==> config.mk <==
export PLATFORM = sky130hd
export DESIGN_NAME = alu_sequencer_flat
export DESIGN_NICKNAME = d
export VERILOG_FILES = /design/src/rtl/alu_sequencer_if.sv /design/src/rtl/alu_sequencer.sv /design/src/flat_wrapper.sv
export SDC_FILE = /design/constraint.sdc
export NUM_CORES = 1
export LEC_CHECK = 0
export CAP_MARGIN = 20
export CORE_MARGIN = 8
export CORE_UTILIZATION = 48
export CTS_CLUSTER_DIAMETER = 100
export CTS_CLUSTER_SIZE = 20
export DETAILED_ROUTE_END_ITERATION = 8
export PLACE_DENSITY = 0.84
export RECOVER_POWER = 50
export SYNTH_ARGS = -nofsm -noshare
export SYNTH_HDL_FRONTEND = slang
export SYNTH_SLANG_ARGS = --single-unit
==> constraint.sdc <==
create_clock -name clk -period 5.4 [get_ports clk]
set_input_delay 0.54 -clock clk [delete_from_list [all_inputs] [get_ports clk]]
set_output_delay 0.54 -clock clk [all_outputs]
set_load 0.02 [all_outputs]
==> src/rtl/alu_sequencer_if.sv <==
// Command/result port between the ALU sequencer (master) and the CPU datapath (slave).
interface alu_sequencer_if;
  logic       cpu_ce;
  logic       cpu_load;
  logic [7:0] cpu_opcode;
  logic [7:0] cpu_data_in;
  logic       cpu_cin;
  logic [7:0] cpu_data_out;

  modport master (
    output cpu_ce, cpu_load, cpu_opcode, cpu_data_in, cpu_cin,
    input  cpu_data_out
  );

  modport slave (
    input  cpu_ce, cpu_load, cpu_opcode, cpu_data_in, cpu_cin,
    output cpu_data_out
  );
endinterface

==> src/rtl/alu_sequencer.sv <==
// Program-driven controller: fetches 16-bit words from a synchronous program
// memory and issues single-cycle load/operation commands to the CPU datapath.
module alu_sequencer #(
  parameter int PROG_AW = 5,
  parameter int OP_LAT  = 3
) (
  input  logic               clk,
  input  logic               rst_n,
  input  logic               start,
  output logic [PROG_AW-1:0] prog_addr,
  input  logic [15:0]        prog_data,
  alu_sequencer_if.master    cpu,
  output logic [7:0]         result,
  output logic               busy,
  output logic               done,
  output logic               err
);

  typedef enum logic [2:0] {IDLE, FETCH, ISSUE, WAIT, DONE} state_t;

  localparam logic [PROG_AW-1:0] PC_LAST  = '1;
  localparam logic [3:0]         CNT_INIT = 4'(OP_LAT - 1);

  state_t             state, state_nx;
  logic [PROG_AW-1:0] pc, pc_nx;
  logic [3:0]         cnt, cnt_nx;
  logic               ce_nx, load_nx, cin_nx, err_nx, advance;
  logic [7:0]         opcode_nx, din_nx, result_nx;

  // pc is itself the registered program address, so FETCH presents it directly.
  assign prog_addr = pc;

  always_ff @(posedge clk or negedge rst_n) begin
    if (!rst_n) state <= IDLE;
    else        state <= state_nx;
  end

  always_comb begin
    state_nx  = state;
    pc_nx     = pc;
    cnt_nx    = cnt;
    ce_nx     = 1'b0;
    load_nx   = cpu.cpu_load;
    opcode_nx = cpu.cpu_opcode;
    din_nx    = cpu.cpu_data_in;
    cin_nx    = cpu.cpu_cin;
    result_nx = result;
    err_nx    = err;
    advance   = 1'b0;
    case (state)
      IDLE: begin
        if (start) begin
          pc_nx    = '0;
          err_nx   = 1'b0;
          state_nx = FETCH;
        end
      end
      FETCH: state_nx = ISSUE;
      ISSUE: begin
        case (prog_data[15:14])
          2'b00: advance = 1'b1;
          2'b01: begin
            ce_nx     = 1'b1;
            load_nx   = 1'b1;
            opcode_nx = {1'b0, prog_data[13:11], 4'b0000};
            din_nx    = prog_data[7:0];
            advance   = 1'b1;
          end
          2'b10: begin
            ce_nx     = 1'b1;
            load_nx   = 1'b0;
            opcode_nx = {1'b0, prog_data[13:11], prog_data[10:7]};
            cin_nx    = prog_data[6];
            cnt_nx    = CNT_INIT;
            state_nx  = WAIT;
          end
          default: state_nx = DONE;
        endcase
      end
      WAIT: begin
        if (cnt == 4'd0) begin
          result_nx = cpu.cpu_data_out;
          advance   = 1'b1;
        end else begin
          cnt_nx = cnt - 4'd1;
        end
      end
      DONE:    state_nx = IDLE;
      default: state_nx = IDLE;
    endcase
    // The last program word never wraps back to 0; running off it is an error.
    if (advance) begin
      if (pc == PC_LAST) begin
        err_nx   = 1'b1;
        state_nx = DONE;
      end else begin
        pc_nx    = pc + 1'b1;
        state_nx = FETCH;
      end
    end
  end

  always_ff @(posedge clk or negedge rst_n) begin
    if (!rst_n) begin
      pc              <= '0;
      cnt             <= '0;
      cpu.cpu_ce      <= 1'b0;
      cpu.cpu_load    <= 1'b0;
      cpu.cpu_opcode  <= '0;
      cpu.cpu_data_in <= '0;
      cpu.cpu_cin     <= 1'b0;
      result          <= '0;
      err             <= 1'b0;
      busy            <= 1'b0;
      done            <= 1'b0;
    end else begin
      pc              <= pc_nx;
      cnt             <= cnt_nx;
      cpu.cpu_ce      <= ce_nx;
      cpu.cpu_load    <= load_nx;
      cpu.cpu_opcode  <= opcode_nx;
      cpu.cpu_data_in <= din_nx;
      cpu.cpu_cin     <= cin_nx;
      result          <= result_nx;
      err             <= err_nx;
      busy            <= (state_nx != IDLE);
      done            <= (state_nx == DONE);
    end
  end

endmodule

==> src/flat_wrapper.sv <==
// flat-port wrapper written by rule: the top's interface ports become plain ports
module alu_sequencer_flat 
#(
  parameter int PROG_AW = 5,
  parameter int OP_LAT  = 3
)
  (clk, rst_n, start, prog_addr, prog_data, result, busy, done, err, cpu_cpu_ce, cpu_cpu_load, cpu_cpu_opcode, cpu_cpu_data_in, cpu_cpu_cin, cpu_cpu_data_out);
  alu_sequencer_if cpu_i ();
  input  logic clk;
  input  logic rst_n;
  input  logic start;
  output logic [PROG_AW-1:0] prog_addr;
  input  logic [15:0] prog_data;
  output logic [7:0] result;
  output logic busy;
  output logic done;
  output logic err;
  output wire logic [$bits(cpu_i.cpu_ce)-1:0] cpu_cpu_ce;
  output wire logic [$bits(cpu_i.cpu_load)-1:0] cpu_cpu_load;
  output wire logic [$bits(cpu_i.cpu_opcode)-1:0] cpu_cpu_opcode;
  output wire logic [$bits(cpu_i.cpu_data_in)-1:0] cpu_cpu_data_in;
  output wire logic [$bits(cpu_i.cpu_cin)-1:0] cpu_cpu_cin;
  input wire logic [$bits(cpu_i.cpu_data_out)-1:0] cpu_cpu_data_out;
  assign cpu_cpu_ce = cpu_i.cpu_ce;
  assign cpu_cpu_load = cpu_i.cpu_load;
  assign cpu_cpu_opcode = cpu_i.cpu_opcode;
  assign cpu_cpu_data_in = cpu_i.cpu_data_in;
  assign cpu_cpu_cin = cpu_i.cpu_cin;
  assign cpu_i.cpu_data_out = cpu_cpu_data_out;
  alu_sequencer #(.PROG_AW(PROG_AW), .OP_LAT(OP_LAT)) u_core (.clk(clk), .rst_n(rst_n), .start(start), .prog_addr(prog_addr), .prog_data(prog_data), .cpu(cpu_i), .result(result), .busy(busy), .done(done), .err(err));
endmodule
[Yosys cells after proc, flatten, opt, wreduce, memory -nomap -nowiden]
Cells that the tools add are included.
Cells by class
  reductions and logical operators: 13
  $lt $le $gt $ge: 0
  add/sub/neg operators: 2
  bitwise operators: 0
  divide/modulo/power cells: 0
  mux-type cells: 23
  multipliers: 0
  eq/ne operators: 9
  shift-type cells: 0
Operators by type and width (number)
  5-bit two-way mux: 4
  8-bit one-hot mux with 2 select lines: 1
  3-bit one-hot mux with 4 select lines: 1
  3-bit two-way mux: 3
  1-bit two-way mux: 8
  4-bit two-way mux: 2
  4-bit one-hot mux with 2 select lines: 1
  2-bit AND reduction: 4
  3-bit by 2-bit equality test with 1-bit output, second input constant: 2
  3-bit one-hot mux with 2 select lines: 1
  5-bit by 1-bit adder with 5-bit output, second input constant: 1
  5-bit equality test, second input constant: 1
  4-bit logical NOT: 1
  2-bit inequality test, second input constant: 2
  1-bit one-hot mux with 2 select lines: 2
  2-bit nonzero test: 2
  2-bit OR reduction: 2
  4-bit by 1-bit subtractor with 4-bit output, second input constant: 1
  3-bit by 1-bit equality test with 1-bit output, second input constant: 1
  3-bit equality test, second input constant: 1
  3-bit logical NOT: 1
  3-bit AND reduction: 1
  3-bit nonzero test: 1
  2-bit by 1-bit equality test with 1-bit output, second input constant: 1
  other kinds (2): 2
Storage, ports and cells
  bits in writable memories: 0
  memories kept: 0
  output and inout bits: 35
  bits in read-only memories: 0
  register bits after elaboration: 42
  word-level logic and storage cells: 59
  input port bits: 27
  latch bits: 0

[Depth between registers and ports, before layout]
Gate-level depths: netlist of the first run.
  depth after elaboration: 6
  gate-level depth with buffers: 7

[Worst setup path after synthesis of the first run]
No wires, ideal clock.
  path type: flip-flop to flip-flop
  start: register u_core.pc[0], in the netlist u_core.prog_addr[0]
  end: register u_core.pc[3], in the netlist u_core.prog_addr[3]
  arrival time: 2.118 ns
  required time: 5.266 ns
  path slack: 3.148 ns
  cell stages (with the launch flop): 8
  path buffers: 0
  cell sequence: dfrtp_1 -> ha_1 -> and3_1 -> ha_1 -> or4bb_1 -> o32ai_4 -> nand4_1 -> mux2i_1
Between the ends
  longest elaborated chain between the ends: 3
  elaborated cells on any way between the ends: 4
RTL lines
  start: declaration: line alu_sequencer.sv:25  | logic [PROG_AW-1:0] pc, pc_nx;
  start signal: assignment: line alu_sequencer.sv:117  | pc <= pc_nx;
  5-bit by 1-bit adder with 5-bit output / 5-bit equality test (equally long branches): line alu_sequencer.sv:97, alu_sequencer.sv:93
  5-bit two-way mux *: line alu_sequencer.sv:93  | if (pc == PC_LAST) begin
  5-bit two-way mux *: line alu_sequencer.sv:92  | if (advance) begin
  via u_core.pc_nx[3]: line alu_sequencer.sv:25
Mark *: on every way through the listed nets, which the timed path passes. The rest lies on a longest branch.
A chain may end at the register's enable or synchronous reset.

[Final worst setup path of the first run]
Ends and elaborated chain as after synthesis.

==> impl_metrics.json, run 1 <==
{
  "yosys_warnings": 0,
  "gp_congestion": 0.768,
  "vias": 1356,
  "p_total_mw": 1.47,
  "critical_path_class": "flop to flop",
  "ys_seq_elements": 41,
  "postCtsSetupRepairBufs": 0,
  "num_io_pins": 62,
  "die_x_um": 77.4,
  "drv_slew": 42,
  "num_rows": 22,
  "drcViolationCount": 0,
  "antennaDiodeCount": 0,
  "synth_top_area_frac": 0.567,
  "slew_headroom": -0.414,
  "rrSetupSlack_ps": 3120,
  "portBuffers": 60,
  "overflow": 0,
  "vdd_drop_max_mv": 0.263,
  "final.min_clock_period_ps": 2280,
  "start_kind": "flop",
  "synth_area_um2": 1810,
  "yosysSeqAreaShare": 0.567,
  "postCtsHoldBufs": 0,
  "wire_per_inst_um": 17.0,
  "grt_pass1_vias": 1534,
  "cap_violations": 1,
  "synthToLayoutAreaGrowth_pct": 41.7,
  "p_leak_nw": 1.14,
  "vias_per_cell": 5.20,
  "end_kind": "flop",
  "cts-root-buf": "clkbuf_8",
  "synthesis.nets": 185,
  "start_util": 0.498,
  "antenna_left": 0,
  "nNetsFinal": 245,
  "p_per_area_nw_per_um2": 574,
  "cts_tree": "yes",
  "cts_resized": 0,
  "dr.pass1.iters": 4,
  "outcome": "finished, violations left",
  "layout-drive-gt1-share": 0.150,
  "dr.first_iter.drc_count": 85,
  "dp_hpwl_um": 3450,
  "finalSetupTns_ps": 0,
  "die_h_um": 77.4,
  "clk_pin_slew_ps": 80,
  "clock.fmax_mhz": 438,
  "antenna_found_initial": 0,
  "path_max_fanout": 8,
  "cts_max_level": 2,
  "rsz0062_at_grt": "false",
  "clk_latency_ps": 290,
  "setup_violations": 0,
  "cts_sinks": 41,
  "core_area_um2": 3630,
  "fin_skew_ps": 6.82,
  "cts_buffers": 5,
  "synthCells": 152,
  "grt_max_degree": 42,
  "yosys.area.top_type": "dfrtp_1",
  "grt_pass1_wl_um": 7510,
  "design.die.area_um2": 5990,
  "crit_arrival_ps": 2460,
  "cp.required_ps": 5580,
  "synth.area.top_cells": "dfrtp_1 (57%), mux2_2 (12%), nand2_1 (4.8%)",
  "track_usage": 0.157,
  "worst_pin_slew_ps": 2120,
  "ys_types": 32,
  "violations": "capacitance limit, slew limit",
  "period_share": 0.423,
  "avgSynthCellArea_um2": 11.9,
  "hp-class": "flop to flop",
  "final_util": 0.705,
  "final-hold-violation-count": 0,
  "clock_path_buffers": 2,
  "wl_um": 4440
}
[report_power, final]
group          total (mW)  switching (mW)  internal [mW]  leakage (nW)
Clock               0.289           0.105          0.184        0.0681
Combinational       0.651           0.330          0.321         0.564
Sequential          0.532          0.0938          0.438         0.512
Total                1.47           0.528          0.942          1.14
[synthesized netlist by cell type]
library cell / number
a21o_1: 1
a31oi_1: 2
and2_1: 2
and3_1: 1
and3b_1: 1
buf_2: 4
buf_4: 1
clkbuf_1: 2
conb_1: 1
dfrtp_1: 41
ha_1: 6
inv_1: 6
mux2_2: 20
mux2i_1: 3
nand2_1: 23
nand2b_1: 1
nand3_1: 2
nand3b_1: 1
nand4_1: 1
nor2_1: 7
nor3_1: 3
nor3_4: 1
nor3b_1: 1
o21ai_0: 11
o22ai_1: 1
o32ai_4: 1
o41ai_1: 2
or3_1: 1
or3b_2: 1
or3b_4: 1
or4bb_1: 1
xor2_1: 2
[cells in the final DEF (no fill, tap or decap), types with 2 or more instances in the layout]
master | synthesis | layout
nand2_1 | 23 | 23
inv_1 | 6 | 6
and2_1 | 2 | 2
dlygate4sd3_1 | 0 | 16
bufinv_16 | 0 | 2
ha_1 | 6 | 6
a31oi_1 | 2 | 2
o21ai_0 | 11 | 11
mux2i_1 | 3 | 3
clkbuf_8 | 0 | 5
nand3_1 | 2 | 2
o41ai_1 | 2 | 2
clkdlybuf4s50_1 | 0 | 43
nor2_1 | 7 | 7
mux2_2 | 20 | 20
xor2_1 | 2 | 2
dfrtp_1 | 41 | 41
nor3_1 | 3 | 3
[area by class of cell]
cell class	count	area (um^2)
inverter	6	22.5
sequential	41	1030
multi-input combinational	98	724
fill	284	1070
tap	48	60.1
clock buffer	5	68.8
clock inverter	3	65.1
timing repair buffer	60	594
[worst max-delay path, cell delays in order, from the launching register on]
cell     delay (ps)
dfrtp_1         430
ha_1            230
and3_1          180
ha_1            230
or4bb_1         540
o32ai_4         260
nand4_1         160
mux2i_1         140
[state kept, by name (all words and copies together), names as in the netlist]
register	count
u_core.cpu.cpu_cin	1
u_core.cpu.cpu_ce	1
u_core.err	1
u_core.cpu.cpu_load	1
u_core.done	1
u_core.cpu.cpu_data_in	8
u_core.busy	1
u_core.cnt	4
u_core.cpu.cpu_opcode	7
u_core.state	3
u_core.result	8
u_core.prog_addr	5
[worst paths after layout]
kind / from / end / cells after the start
min: u_core.cpu.cpu_opcode[1] / u_core.cpu.cpu_opcode[1] / 2
min reg2reg: u_core.cpu.cpu_opcode[1] / u_core.cpu.cpu_opcode[1] / 2
max reg2reg: u_core.prog_addr[0] / u_core.prog_addr[3] / 7
min in group asynchronous: rst_n / u_core.cpu.cpu_opcode[0] / 1
max: u_core.prog_addr[0] / u_core.prog_addr[3] / 7
max in group asynchronous: rst_n / u_core.result[0] / 1
[per-stage QoR]
stage	cell area [um^2]	hold WS (ps)	worst slack, ps	std cells
floorplan	1810	244	3150	152
global route	2560	519	2860	261
global placement	2430	461	3170	253
CTS	2560	386	3110	261
finish	2560	493	3120	261
detailed placement	2430	484	3080	253
[logic make-up after synthesis]
| family | synth area share |
|---|---|
| simple gates | 0.136 |
| flops | 0.567 |
| mux | 0.141 |
| compound gates | 0.0699 |
| buf+inv | 0.0318 |
| fa+ha+maj | 0.0415 |
| xor+xnor | 0.00969 |
| other cells | 0.00207 |
[routing by layer]
metal	vias up	wire (um)	GRT usage
met2	25	2590	0.304
met1	685	1610	0.157
li1	636	-	-
met4	0	101	0.0755
met5	-	0	0
met3	10	129	0.0265
No activity file was read; power rests on OpenSTA's default activity.
==> inputs of run 2 (changes only) <==
--- a/config.mk
+++ b/config.mk
@@ -7,11 +7,11 @@
 export LEC_CHECK = 0
 export CAP_MARGIN = 20
 export CORE_MARGIN = 8
-export CORE_UTILIZATION = 48
+export CORE_UTILIZATION = 45
 export CTS_CLUSTER_DIAMETER = 100
 export CTS_CLUSTER_SIZE = 20
 export DETAILED_ROUTE_END_ITERATION = 8
-export PLACE_DENSITY = 0.84
+export PLACE_DENSITY = 0.79
 export RECOVER_POWER = 50
 export SYNTH_ARGS = -nofsm -noshare
 export SYNTH_HDL_FRONTEND = slang
==> constraint.sdc (replaced) <==
create_clock -name clk -period 2.15 [get_ports clk]
set_input_delay 0.215 -clock clk [delete_from_list [all_inputs] [get_ports clk]]
set_output_delay 0.215 -clock clk [all_outputs]
set_load 0.02 [all_outputs]
==> run 2 against run 1 <==
Cell area increased by 1.8%. Via count up 0.74%. Core utilization fell by 4.4 points. Clock-buffer cell count increased by 3. Critical path depth stayed put. Global-route usage decreased by 1.5 points. Flip-flop and latch count unchanged. Power is 140% higher. Combinational power rose to 2.6 times the previous value. The run now ends clean. Sequential power rose to 2.5 times the previous value.
==> impl_metrics.json, run 2 (synthesis gave the netlist of run 1 again) <==
{
  "num_io_pins": 62,
  "cts_tree": "yes",
  "drcViolationCount": 0,
  "slew_headroom": 0.0823,
  "p_per_area_nw_per_um2": 1350,
  "rsz0062_at_grt": "false",
  "antenna_found_initial": 0,
  "synthToLayoutAreaGrowth_pct": 44.2,
  "grt_pass1_wl_um": 7030,
  "crit_family": "simple AND/OR/NAND/NOR gates",
  "track_usage": 0.142,
  "use_met1": 0.168,
  "setup_violations": 0,
  "crit_path_frequent_cell": "ha_4",
  "placed_cell_area_um2": 2490,
  "num_rows": 23,
  "overflow": 0,
  "critPathCapture": "u_core.prog_addr[3]",
  "end_kind": "flop",
  "drv_slew": 0,
  "top_usage_layer": "met2",
  "finalSetupTns_ps": 0,
  "dr.pass1.iters": 4,
  "dp_hpwl_um": 3270,
  "grt_max_degree": 26,
  "wl_um": 4240,
  "p_total_mw": 3.51,
  "nNetsFinal": 254,
  "cts_buffers": 5,
  "final_cell_mix": "clkdlybuf4s50_1 (45), dfrtp_1 (39), nand2_1 (23)",
  "dr.first_iter.drc_count": 110,
  "clk_pin_slew_ps": 70,
  "antennaDiodeCount": 0,
  "period_share": 0.971,
  "cts-root-buf": "clkbuf_8",
  "p_leak_nw": 1.15,
  "portBuffers": 60,
  "grt_pass1_vias": 1507,
  "start_util": 0.459,
  "crit_arrival_ps": 2260,
  "r2r-start": "u_core.prog_addr[1]",
  "fin_area_um2": 2610,
  "clock_path_buffers": 2,
  "cp.depth": 7,
  "reg_top3": "u_core.cpu.cpu_data_in: 8 flops, u_core.result: 8 flops, u_core.cpu.cpu_opcode: 7 flops",
  "vdd_drop_max_mv": 0.752,
  "cts_max_level": 2,
  "clock.fmax_mhz": 479,
  "slowest_delay_ps": 520,
  "startpoint": "u_core.prog_addr[1]",
  "start_kind": "flop",
  "fin_skew_ps": 2.81,
  "final.min_clock_period_ps": 2090,
  "path_buf_inv": 0,
  "die_h_um": 79.4,
  "cp.required_ps": 2320,
  "n_fill_cell": 288,
  "outcome": "finished, final reports clean",
  "worst_pin_slew_ps": 1380,
  "met2_usage": 0.215,
  "r2r-end": "u_core.prog_addr[3]",
  "cp_cell_sequence": "ha_4 -> and3_4 -> ha_4 -> or4bb_1 -> o32ai_4 -> nand4_1 -> mux2i_1",
  "final-hold-violation-count": 0,
  "antenna_left": 0,
  "critical_path_class": "flop to flop",
  "reg2regPathDepth": 7,
  "rrSetupSlack_ps": 60,
  "vias_per_cell": 5.02,
  "gp_congestion": 0.778,
  "crit_path_top_delay_cell": "or4bb_1",
  "die_x_um": 79.4,
  "core_area_um2": 3940,
  "cap_violations": 0,
  "path_max_fanout": 4,
  "final_common_cell": "clkdlybuf4s50_1",
  "clk_latency_ps": 280,
  "final_util": 0.661,
  "cts_sinks": 41,
  "use_met3": 0.0687,
  "wire_per_inst_um": 15.6,
  "design.die.area_um2": 6300,
  "vias": 1366,
  "layout-drive-gt1-share": 0.180,
  "hp-class": "primary input to flop"
}
-- run 2: final cells by class --
type                            instances  area (um^2)  share of cell area
Tap cell                               50         62.6              0.0240
Sequential cell                        41         1030               0.395
Multi-Input combinational cell         98          754               0.289
Clock buffer                            8         80.1              0.0307
Inverter                                6         22.5             0.00864
Timing Repair Buffer                   69          658               0.253
-- run 2: worst min path at each step --
stage	end	start	slack, ps	cells past startpoint
floorplan	u_core.busy	rst_n	-80	0
global placement	u_core.cpu.cpu_cin	rst_n	230	1
detailed placement	u_core.cpu.cpu_data_in[6]	rst_n	240	1
CTS	u_core.state[0]	rst_n	470	2
global route	u_core.cpu.cpu_opcode[3]	prog_data[10]	490	3
finish	u_core.cpu.cpu_opcode[1]	prog_data[8]	490	3
-- run 2: per-layer routing --
layer	vias up	wire length, um
li1	656	-
met4	0	65
met5	-	0
met1	657	1820
met2	46	2010
met3	7	349
-- run 2: power by group --
| group | total, mW | leakage, nW | switching, mW | internal [mW] |
|---|---|---|---|---|
| logic | 1.71 | 0.597 | 0.839 | 0.871 |
| clock network | 0.470 | 0.0395 | 0.239 | 0.231 |
| registers | 1.34 | 0.509 | 0.232 | 1.10 |
| total | 3.51 | 1.15 | 1.31 | 2.20 |
-- run 2: through the flow --
step	instances	hold WS, ps	setup slack (ps)
after global placement	261	226	93.1
final	272	489	61.6
after detailed placement	261	243	44.3
after CTS	270	471	28.1
after global routing	272	494	1.52
after floorplan	152	-80.6	4.83
-- run 2: repair_timing --
action                     CTS  global route
hold buffers                 1             0
gates resized for setup      0             3
setup endpoints to repair    0             9
hold endpoints to repair    23             0
setup buffers                0             2
-- run 2: worst reg2reg max path, cell delays in order, from the launching register on --
cell and delay (ps):
dfrtp_2 440, ha_4 170, and3_4 180, ha_4 170, or4bb_1 520, o32ai_4 200
nand4_1 150, mux2i_1 140
